--- src/rtl/bcd_pkg.sv ---
// Shared BCD definitions: converter FSM encoding, nibble adjust constants,
// BCD adder correction constants and an elaboration-time range helper.
package bcd_pkg;

   localparam int NIBBLE_W = 4;

   localparam logic [3:0] BCD_ADJ_THRESH = 4'd5;
   localparam logic [3:0] BCD_ADJ_VAL    = 4'd3;

   localparam logic [4:0] BCD_ADD_LIMIT  = 5'd9;
   localparam logic [3:0] BCD_ADD_CORR   = 4'd6;

   typedef enum logic [1:0] {
      IDLE = 2'd0,
      CONV = 2'd1,
      DONE = 2'd2
   } bcd_state_t;

   // 10^n, used to prove at elaboration that DIGITS covers 2^BIN_W - 1
   function automatic longint unsigned pow10(input int n);
      longint unsigned r;
      r = 64'd1;
      for (int i = 0; i < n; i++) begin
         r = r * 64'd10;
      end
      return r;
   endfunction

endpackage

--- src/rtl/bcd_digit_adj.sv ---
// Double-dabble nibble adjust: adds 3 when the digit is 5 or more, so the
// following left shift carries correctly into the next decimal digit.
module bcd_digit_adj
   import bcd_pkg::*;
(
   input  logic [3:0] digit,
   output logic [3:0] digit_adj
);

   // Pre-adjust digits are 0..9, so the result never exceeds 12
   always_comb begin
      digit_adj = digit;
      if (digit >= BCD_ADJ_THRESH) begin
         digit_adj = digit + BCD_ADJ_VAL;
      end else begin
         digit_adj = digit;
      end
   end

endmodule

--- src/rtl/bin_to_bcd_seq.sv ---
// Sequential binary-to-BCD converter, one input bit per clock, with a
// start/busy/done handshake and a held BCD result register.
module bin_to_bcd_seq
   import bcd_pkg::*;
#(
   parameter int BIN_W  = 8,
   parameter int DIGITS = 3
)(
   input  logic                         clk,
   input  logic                         rst,
   input  logic                         start,
   input  logic [BIN_W-1:0]             bin,
   output logic                         busy,
   output logic                         done,
   output logic [NIBBLE_W*DIGITS-1:0]   bcd
);

   localparam int BCD_W = NIBBLE_W * DIGITS;
   localparam int SH_W  = BCD_W + BIN_W;
   localparam int CNT_W = $clog2(BIN_W + 1);

   if ((BIN_W < 1) || (pow10(DIGITS) <= ((64'd1 << BIN_W) - 64'd1))) begin : g_range_check
      $error("bin_to_bcd_seq: DIGITS=%0d cannot hold a %0d-bit value", DIGITS, BIN_W);
   end

   bcd_state_t        state;
   logic [SH_W-1:0]   shreg;
   logic [SH_W-1:0]   adjusted;
   logic [SH_W-1:0]   shifted;
   logic [CNT_W-1:0]  cnt;

   assign adjusted[BIN_W-1:0] = shreg[BIN_W-1:0];

   for (genvar g = 0; g < DIGITS; g++) begin : g_adj
      bcd_digit_adj u_adj (
         .digit     (shreg   [BIN_W + NIBBLE_W*g +: NIBBLE_W]),
         .digit_adj (adjusted[BIN_W + NIBBLE_W*g +: NIBBLE_W])
      );
   end

   assign shifted = adjusted << 1;

   // Control FSM, shift register, bit counter and registered outputs
   always_ff @(posedge clk or posedge rst) begin
      if (rst) begin
         state <= IDLE;
         busy  <= 1'b0;
         done  <= 1'b0;
         bcd   <= '0;
         shreg <= '0;
         cnt   <= '0;
      end else begin
         case (state)
            IDLE: begin
               done <= 1'b0;
               if (start) begin
                  shreg <= {{BCD_W{1'b0}}, bin};
                  cnt   <= CNT_W'(BIN_W);
                  busy  <= 1'b1;
                  state <= CONV;
               end else begin
                  state <= IDLE;
               end
            end
            CONV: begin
               shreg <= shifted;
               cnt   <= cnt - CNT_W'(1);
               if (cnt == CNT_W'(1)) begin
                  bcd   <= shifted[SH_W-1:BIN_W];
                  done  <= 1'b1;
                  busy  <= 1'b0;
                  state <= DONE;
               end else begin
                  state <= CONV;
               end
            end
            DONE: begin
               done <= 1'b0;
               // back-to-back load straight from DONE, no idle gap
               if (start) begin
                  shreg <= {{BCD_W{1'b0}}, bin};
                  cnt   <= CNT_W'(BIN_W);
                  busy  <= 1'b1;
                  state <= CONV;
               end else begin
                  state <= IDLE;
               end
            end
            default: begin
               state <= IDLE;
               busy  <= 1'b0;
               done  <= 1'b0;
               cnt   <= '0;
            end
         endcase
      end
   end

endmodule

--- config.mk ---
export PLATFORM = sky130hd
export DESIGN_NAME = bin_to_bcd_seq
export DESIGN_NICKNAME = d
export VERILOG_FILES = /design/src/rtl/bcd_pkg.sv /design/src/rtl/bcd_digit_adj.sv /design/src/rtl/bin_to_bcd_seq.sv
export SDC_FILE = /design/constraint.sdc
export NUM_CORES = 1
export LEC_CHECK = 0
export CORE_ASPECT_RATIO = 0.8
export CORE_MARGIN = 5
export CORE_UTILIZATION = 55
export CTS_CLUSTER_DIAMETER = 50
export DETAILED_ROUTE_END_ITERATION = 16
export GPL_ROUTABILITY_DRIVEN = 0
export HOLD_SLACK_MARGIN = 0.05
export PLACE_DENSITY = 0.85
export SLEW_MARGIN = 5
export SYNTH_ARGS = -nofsm -noshare
export SYNTH_HDL_FRONTEND = slang
export SYNTH_SLANG_ARGS = --single-unit
export TNS_END_PERCENT = 50
--- constraint.sdc ---
create_clock -name clk -period 4.2 [get_ports clk]
set_input_delay 1.26 -clock clk [delete_from_list [all_inputs] [get_ports clk]]
set_output_delay 1.26 -clock clk [all_outputs]
set_load 0.1 [all_outputs]
==> impl_metrics.tcl, run 1 <==
set metrics [dict create \
    clk_pin_slew_worst_paths_ps 70 \
    crit_type "register to primary output" \
    outcome "completed" \
    yosysSeqAreaShare_pct 51.5 \
    synth.net_count 197 \
    clock_latency_ps 290 \
    htree_levels 2 \
    cp.required_ps 2940 \
    cts_hold_buf 0 \
    cts_resized 0 \
    worstHoldPathType "register to register" \
    diodes 0 \
    grt_start_max_net_pins 28 \
    slowest_delay_ps 1150 \
    syn_avg_cell_area_um2 10.9 \
    grt_pass1_vias 1489 \
    hold_depth 2 \
    worstSetupStartpoint "bcd[7]" \
    ys_types 31 \
    hold_end "bcd[1]" \
    drt-pass1-iter-count 4 \
    overflow 0 \
    synth_ff_type "dfrtp_1" \
    drive_gt1_share_pct 10.3 \
    slew_viol_final 0 \
    drv_cap 0 \
    cp_slowest_cell "clkdlybuf4s50_1" \
    row_count 19 \
    die_h_um 63.1 \
    wirelength_mm 3.88 \
    rsz0062_at_grt "false" \
    crit_path_cell_trace "clkdlybuf4s50_1" \
    tns_ps 0 \
    async_flop_share_pct 100 \
    max_freq_mhz 326 \
    dieArea_mm2 0.00483 \
    reg2regPathDepth 4 \
    grt_use_total_pct 17.6 \
    clockBufferDepth 2 \
    cts-root-buf "clkbuf_8" \
    ys_ff_latch 40 \
    coreArea_mm2 0.00342 \
    io_pins 25 \
    layout_commonest_cell "dfrtp_1" \
    finalSetupViolations 0 \
    yosysWarningCount 0 \
    hp-start "bcd[1]" \
    endpoint_kind "primary output" \
    syn_inst 178 \
    relSlewSlack_pct 34.4 \
    critPathLaunchType "register" \
    reg2reg_slack_ps 2170 \
    post_cts_buffers 0 \
    cts_buffers 5 \
    r2r_end "bcd[9]" \
    layout.nets 223 \
    synth_area_mm2 0.00194 \
    min_period_ps 3070 \
    vias 1416 \
    wl_per_cell_um 15.8 \
    period_share_pct 73.1 \
    worst-path-buf-inv 1 \
    clock_sinks 40 \
    initial_core_util_pct 56.7 \
    worst_pin_slew_ps 981 \
    drtIter0Drc 97 \
    path_max_fanout 2 \
    timing.rr.start "state[0]" \
    die_w_um 76.4 \
    crit_family "buffers and inverters" \
    postRouteAntennaNets 0 \
    layout_common_cells "40 x dfrtp_1, 24 x nand2_1, 24 x clkdlybuf4s50_1" \
    port_buffers 24 \
    hpwlAfterDp_mm 2.70 \
    area_delta_synth_final_pct 19.3 \
    antenna_found_initial 0 \
    arrival_ps 1810 \
    grt_first_pass_wirelength_mm 6.86 \
    drt-vias-per-instance 5.76 \
    cts_tree "yes" \
    fin_skew_ps 4.84 \
    finalHoldViolCount 0 \
    synth_edf_count 0 \
    drc 0 \
]
sequential cells by signal, indices dropped and copies added, names as in the netlist:
signal and count:
bcd 12, busy 1, cnt 4, done 1, shreg 20, state 2
worst max path at each step:
| stage | slack (ps) | cells past startpoint | to |
|---|---|---|---|
| global placement | 1480 | 1 | bcd[6] |
| detailed placement | 1440 | 1 | bcd[7] |
| CTS | 1130 | 1 | done |
| floorplan | 2020 | 1 | bcd[0] |
| global route | 1090 | 1 | done |
| finish | 1130 | 1 | bcd[7] |
cell usage after synthesis (2+ instances only):
cell type | count | area (µm²)
a22o_1 | 6 | 52.6
dfrtp_1 | 40 | 1000
nor3b_1 | 2 | 15.0
buf_6 | 4 | 45.0
buf_2 | 2 | 10.0
mux2_4 | 3 | 45.0
or3b_2 | 2 | 17.5
a21oi_1 | 7 | 35.0
o21ai_0 | 20 | 100
o21ai_1 | 8 | 40.0
mux2_2 | 2 | 22.5
inv_1 | 9 | 33.8
nor3_1 | 4 | 20.0
a31oi_1 | 3 | 18.8
nor2_1 | 5 | 18.8
ha_1 | 8 | 100
mux2i_1 | 10 | 100
nand2b_1 | 5 | 31.3
xnor2_1 | 3 | 26.3
nand2_1 | 24 | 90.1
through the flow:
| step | utilization (%) | instance area (µm²) | hold slack (ps) | instances | setup slack, ps |
|---|---|---|---|---|---|
| after floorplan | - | 1940 | 454 | 178 | 2020 |
| after global placement | 63.9 | 2190 | 459 | 239 | 1480 |
| after detailed placement | 63.9 | 2190 | 471 | 239 | 1440 |
| after CTS | 67.7 | 2320 | 487 | 246 | 1130 |
| after global routing | 67.7 | 2320 | 526 | 246 | 1090 |
| final | 67.7 | 2320 | 484 | 246 | 1130 |
cell families after synthesis:
group           after synthesis  synth area share [%]
flops                        40                  51.5
fa+ha+maj                     8                  5.15
mux                          15                  8.63
compound gates               48                  14.4
buf+inv                      16                  5.03
simple gates                 48                  13.9
xor+xnor                      3                  1.35
routing by layer:
layer,GRT usage [%],wire length [µm],part of all wire [%],vias to the layer above
li1,-,-,-,666
met1,22.0,1770,46,707
met2,28.4,1840,47,35
met3,6.41,203,5.2,8
met4,5.90,74,1.9,0
met5,0,0,0,-
layout make-up:
| cell class | instances | area (µm²) |
|---|---|---|
| flip-flops and latches | 40 | 1000 |
| fillers | 273 | 1110 |
| clock buffers | 5 | 68.8 |
| well taps | 42 | 52.6 |
| clock inverters | 2 | 60.1 |
| multi-input cells | 122 | 843 |
| repair buffers | 25 | 248 |
| inverters | 10 | 42.5 |
Power of run 1 is not shown: default switching activity piles up to over one toggle a cycle in this logic, so the estimate is an artifact.
==> run 2, diff against run 1 <==
--- a/config.mk
+++ b/config.mk
@@ -7,12 +7,12 @@
 export LEC_CHECK = 0
 export CORE_ASPECT_RATIO = 0.8
 export CORE_MARGIN = 5
-export CORE_UTILIZATION = 55
+export CORE_UTILIZATION = 49
 export CTS_CLUSTER_DIAMETER = 50
 export DETAILED_ROUTE_END_ITERATION = 16
 export GPL_ROUTABILITY_DRIVEN = 0
 export HOLD_SLACK_MARGIN = 0.05
-export PLACE_DENSITY = 0.85
+export PLACE_DENSITY = 0.81
 export SLEW_MARGIN = 5
 export SYNTH_ARGS = -nofsm -noshare
 export SYNTH_HDL_FRONTEND = slang
==> constraint.sdc (replaced) <==
create_clock -name clk -period 2.6 [get_ports clk]
set_input_delay 0.78 -clock clk [delete_from_list [all_inputs] [get_ports clk]]
set_output_delay 0.78 -clock clk [all_outputs]
set_load 0.1 [all_outputs]
==> run 2 against run 1 <==
  * Global-route usage down 1.2 points
  * Clock-buffer cell count up 2
  * Die area up 10%
  * Via count down 4.2%
  * Cell area down 0.27%
  * Routed wire length down 2.8%
  * Final cell count up 6.5%
  * Core utilization down 6.9 points
  * Setup slack worse by 420 ps
  * Flip-flop and latch count unchanged
  * Non-clock buffer count up 2
  * Sequential share of layout area up 0.12 points
==> impl_metrics.tcl, run 2 (same netlist as run 1, synthesis figures left out) <==
set metrics [dict create \
    outcome "completed" \
    period_share_pct 72.6 \
    layout_commonest_cell "dfrtp_1" \
    cts_tree "yes" \
    min_period_ps 1890 \
    crit_path_cell_trace "clkdlybuf4s50_1 > and2b_1 > nor2_8 > o21ai_0 > o21ai_0" \
    area_delta_synth_final_pct 18.9 \
    crit_family "simple AND/OR/NAND/NOR gates" \
    path_max_fanout 27 \
    placed_cells 254 \
    coreArea_mm2 0.00380 \
    fillers 339 \
    grt_use_total_pct 16.4 \
    layout_common_cells "40 x dfrtp_1, 24 x nand2_1, 20 x o21ai_0" \
    hold_depth 2 \
    top_regs "shreg (20), bcd (12), cnt (4)" \
    dieArea_mm2 0.00533 \
    r2r_end "shreg[19]" \
    cts-root-buf "clkbuf_8" \
    initial_core_util_pct 51.1 \
    relSlewSlack_pct 57.8 \
    clock_latency_ps 310 \
    max_freq_mhz 530 \
    row_count 20 \
    io_pins 25 \
    finalSetupViolations 0 \
    grt_first_pass_wirelength_mm 6.44 \
    drc 0 \
    cts_buffers 5 \
    die_w_um 80.4 \
    drt-pass1-iter-count 4 \
    drive_gt1_share_pct 18.4 \
    fin_skew_ps 11.7 \
    critPathLaunchType "input pin" \
    cp_slowest_cell "clkdlybuf4s50_1" \
    fin_util_pct 60.7 \
    wl_per_cell_um 14.4 \
    die_h_um 66.3 \
    largest_register "shreg" \
    overflow 0 \
    clockBufferDepth 2 \
    largest_reg_flops 20 \
    tns_ps 0 \
    vias 1357 \
    rsz0062_at_grt "false" \
    slew_viol_final 0 \
    finalHoldViolCount 0 \
    worstHoldPathType "register to register" \
    diodes 0 \
    cp.required_ps 2820 \
    timing.rr.start "state[0]" \
    antenna_found_initial 0 \
    seqCellArea_mm2 0.00100 \
    port_buffers 24 \
    arrival_ps 2110 \
    reg2reg_slack_ps 790 \
    cts_hold_buf 0 \
    cp_common_cell "o21ai_0" \
    hold_end "bcd[8]" \
    cts_resized 0 \
    crit_type "input pin to register" \
    slowest_delay_ps 490 \
    hp-start "bcd[8]" \
    clock_sinks 40 \
    postRouteAntennaNets 0 \
    post_cts_buffers 0 \
    final_cells 262 \
    layout.nets 225 \
    multi_input_area_um2 843 \
    grt_start_max_net_pins 41 \
    reg2regPathDepth 5 \
    hpwlAfterDp_mm 2.49 \
    drtIter0Drc 44 \
    drv_cap 0 \
    htree_levels 2 \
    worst_pin_slew_ps 633 \
    endpoint_kind "register" \
    wirelength_mm 3.78 \
    clk_pin_slew_worst_paths_ps 80 \
    drt-vias-per-instance 5.18 \
    worst-path-buf-inv 1 \
    grt_pass1_vias 1401 \
]
-- run 2: cell count changes in the layout (fill, tap and decap cells not counted), sizes merged --
cell           before  now
buf                 1   17
clkdlybuf4s50      24   10
clkbuf              5    7
bufinv              2    1
-- run 2: worst max path at each step --
stage / from / end / cells after the start
floorplan: rst / bcd[0] / 1
global placement: start / shreg[19] / 5
detailed placement: start / shreg[15] / 5
CTS: start / shreg[19] / 5
global route: start / shreg[15] / 5
finish: start / shreg[19] / 5
-- run 2: metal layers --
layer	global-route usage, %	vias to the layer above	wire length [µm]
met1	20.7	657	1760
met2	25.4	24	1740
met5	0	-	0
met3	4.63	8	172
met4	8.86	0	99
li1	-	668	-
-- run 2: worst min-delay path, stage by stage (launching register included) --
cell	delay, ps
dfrtp_1	350
nand2_1	50
o21ai_0	60
-- run 2: area by class of cell --
type | instances | share of cell area, %
flip-flops and latches | 40 | 43.3
multi-input cells | 122 | 36.5
repair buffers | 27 | 9.86
clock buffers | 7 | 4.17
well taps | 55 | 2.98
inverters | 10 | 1.84
clock inverters | 1 | 1.30
-- run 2: through the flow --
step / hold slack [ps] / setup WS, ps / instance area, µm²
final: 491 / 712 / 2310
after global placement: 466 / 464 / 2180
after CTS: 492 / 726 / 2310
after floorplan: 454 / 902 / 1940
after detailed placement: 476 / 389 / 2180
after global routing: 524 / 565 / 2310
Power of run 2 is left out for the same reason.
==> run 3, diff against run 2 <==
--- a/config.mk
+++ b/config.mk
@@ -7,12 +7,12 @@
 export LEC_CHECK = 0
 export CORE_ASPECT_RATIO = 0.8
 export CORE_MARGIN = 5
-export CORE_UTILIZATION = 49
+export CORE_UTILIZATION = 54
 export CTS_CLUSTER_DIAMETER = 50
 export DETAILED_ROUTE_END_ITERATION = 16
 export GPL_ROUTABILITY_DRIVEN = 0
 export HOLD_SLACK_MARGIN = 0.05
-export PLACE_DENSITY = 0.81
+export PLACE_DENSITY = 0.84
 export SLEW_MARGIN = 5
 export SYNTH_ARGS = -nofsm -noshare
 export SYNTH_HDL_FRONTEND = slang
==> constraint.sdc (replaced) <==
create_clock -name clk -period 1.8 [get_ports clk]
set_input_delay 0.54 -clock clk [delete_from_list [all_inputs] [get_ports clk]]
set_output_delay 0.54 -clock clk [all_outputs]
set_load 0.1 [all_outputs]
==> run 3 against run 2 <==
  * Clock skew shrank 4.0 ps
  * First-iteration DRC count grew 100%
  * Final cell count shrank 2.7%
  * Sequential share of layout area shrank 3.8 points
  * Routed wire length grew 8.2%
  * Critical path type is now register to register
==> impl_metrics.tcl, run 3 (same netlist as run 1, synthesis figures left out) <==
set metrics [dict create \
    outcome "completed" \
    endpoint_kind "register" \
    antenna_found_initial 0 \
    rsz0062_at_grt "false" \
    area_delta_synth_final_pct 30.3 \
    largest_reg_flops 20 \
    hpwlAfterDp_mm 2.96 \
    top_regs "shreg (20), bcd (12), cnt (4)" \
    fin_util_pct 73.4 \
    port_buffers 24 \
    tns_ps 0 \
    drive_gt1_share_pct 21.6 \
    placed_cell_area_mm2 0.00241 \
    layout_commonest_cell "dfrtp_1" \
    finalSetupViolations 0 \
    vias 1412 \
    htree_levels 2 \
    clk_pin_slew_worst_paths_ps 80 \
    grt_use_total_pct 18.8 \
    clockBufferDepth 2 \
    clock_latency_ps 300 \
    drtIter0Drc 90 \
    cts_tree "yes" \
    stdcell_area_mm2 0.00253 \
    io_pins 25 \
    drt-pass1-iter-count 4 \
    largest_register "shreg" \
    dieArea_mm2 0.00490 \
    cts_hold_buf 0 \
    clock_sinks 40 \
    wirelength_mm 4.09 \
    layout_common_cells "40 x dfrtp_1, 24 x nand2_1, 20 x o21ai_0" \
    worstHoldPathType "register to register" \
    grt_first_pass_wirelength_mm 7.31 \
    post_cts_buffers 0 \
    path_max_fanout 4 \
    crit_type "register to register" \
    seqCellArea_mm2 0.00100 \
    drc 0 \
    hold-worst-slack_ps 495 \
    drt-vias-per-instance 5.54 \
    fin_skew_ps 7.73 \
    row_count 19 \
    grt_pass1_vias 1524 \
    die_w_um 77.0 \
    worst_pin_slew_ps 282 \
    relSlewSlack_pct 80.9 \
    coreArea_mm2 0.00345 \
    layout.nets 231 \
    wl_per_cell_um 16.0 \
    die_h_um 63.6 \
    initial_core_util_pct 56.3 \
    finalHoldViolCount 0 \
    critPathLaunchType "register" \
    slew_viol_final 0 \
    cp.required_ps 2040 \
    overflow 0 \
    cts_buffers 5 \
    grt_start_max_net_pins 41 \
    arrival_ps 1960 \
    drv_cap 0 \
    postRouteAntennaNets 0 \
    max_freq_mhz 584 \
    diodes 0 \
    multi_input_area_um2 851 \
    period_share_pct 95.2 \
    cts-root-buf "clkbuf_8" \
    fillers 227 \
    min_period_ps 1710 \
]
-- run 3: critical path, stage by stage (launching register included) --
cell and delay [ps]:
dfrtp_1 400, inv_1 120, ha_1 230, nand2b_1 120, a21oi_2 240, mux2i_2 340
mux2_4 200
-- run 3: cell type report --
type,instances,area share [%]
sequential,40,39.5
multi-input combinational,122,33.6
timing repair buffer,33,18.7
clock buffer,5,2.72
tap,42,2.08
clock inverter,3,1.68
inverter,10,1.68
-- run 3: final timing paths --
| path | start | end | slack [ps] | cells past startpoint |
|---|---|---|---|---|
| worst max-delay path | shreg[9] | bcd[2] | 90 | 6 |
| worst min-delay path | shreg[5] | shreg[5] | 490 | 2 |
| worst max register to register | shreg[9] | bcd[2] | 90 | 6 |
| worst min register to register | shreg[5] | shreg[5] | 490 | 2 |
| max in group asynchronous | rst | bcd[8] | 1010 | 3 |
| min in group asynchronous | rst | shreg[5] | 580 | 3 |
-- run 3: per-layer routing --
layer  wire (µm)  track usage [%]  vias to the layer above
met4          95             9.01                        0
met5           0                0                        -
li1            -                -                      681
met3         200             5.13                       11
met1        1690             23.1                      683
met2        2100             30.6                       37
-- run 3: what timing repair did --
item | 4_1_cts | 5_1_grt
gates resized for setup | 0 | 2
endpoints found under the hold margin | 0 | 0
endpoints found under the setup margin | 0 | 2
-- run 3: stage by stage --
stage,worst slack (ps),cells
floorplan,264,178
global placement,-8.32,247
detailed placement,-132,247
CTS,12.4,255
global route,35.6,255
finish,86.3,255
Power of run 3 is left out for the same reason.
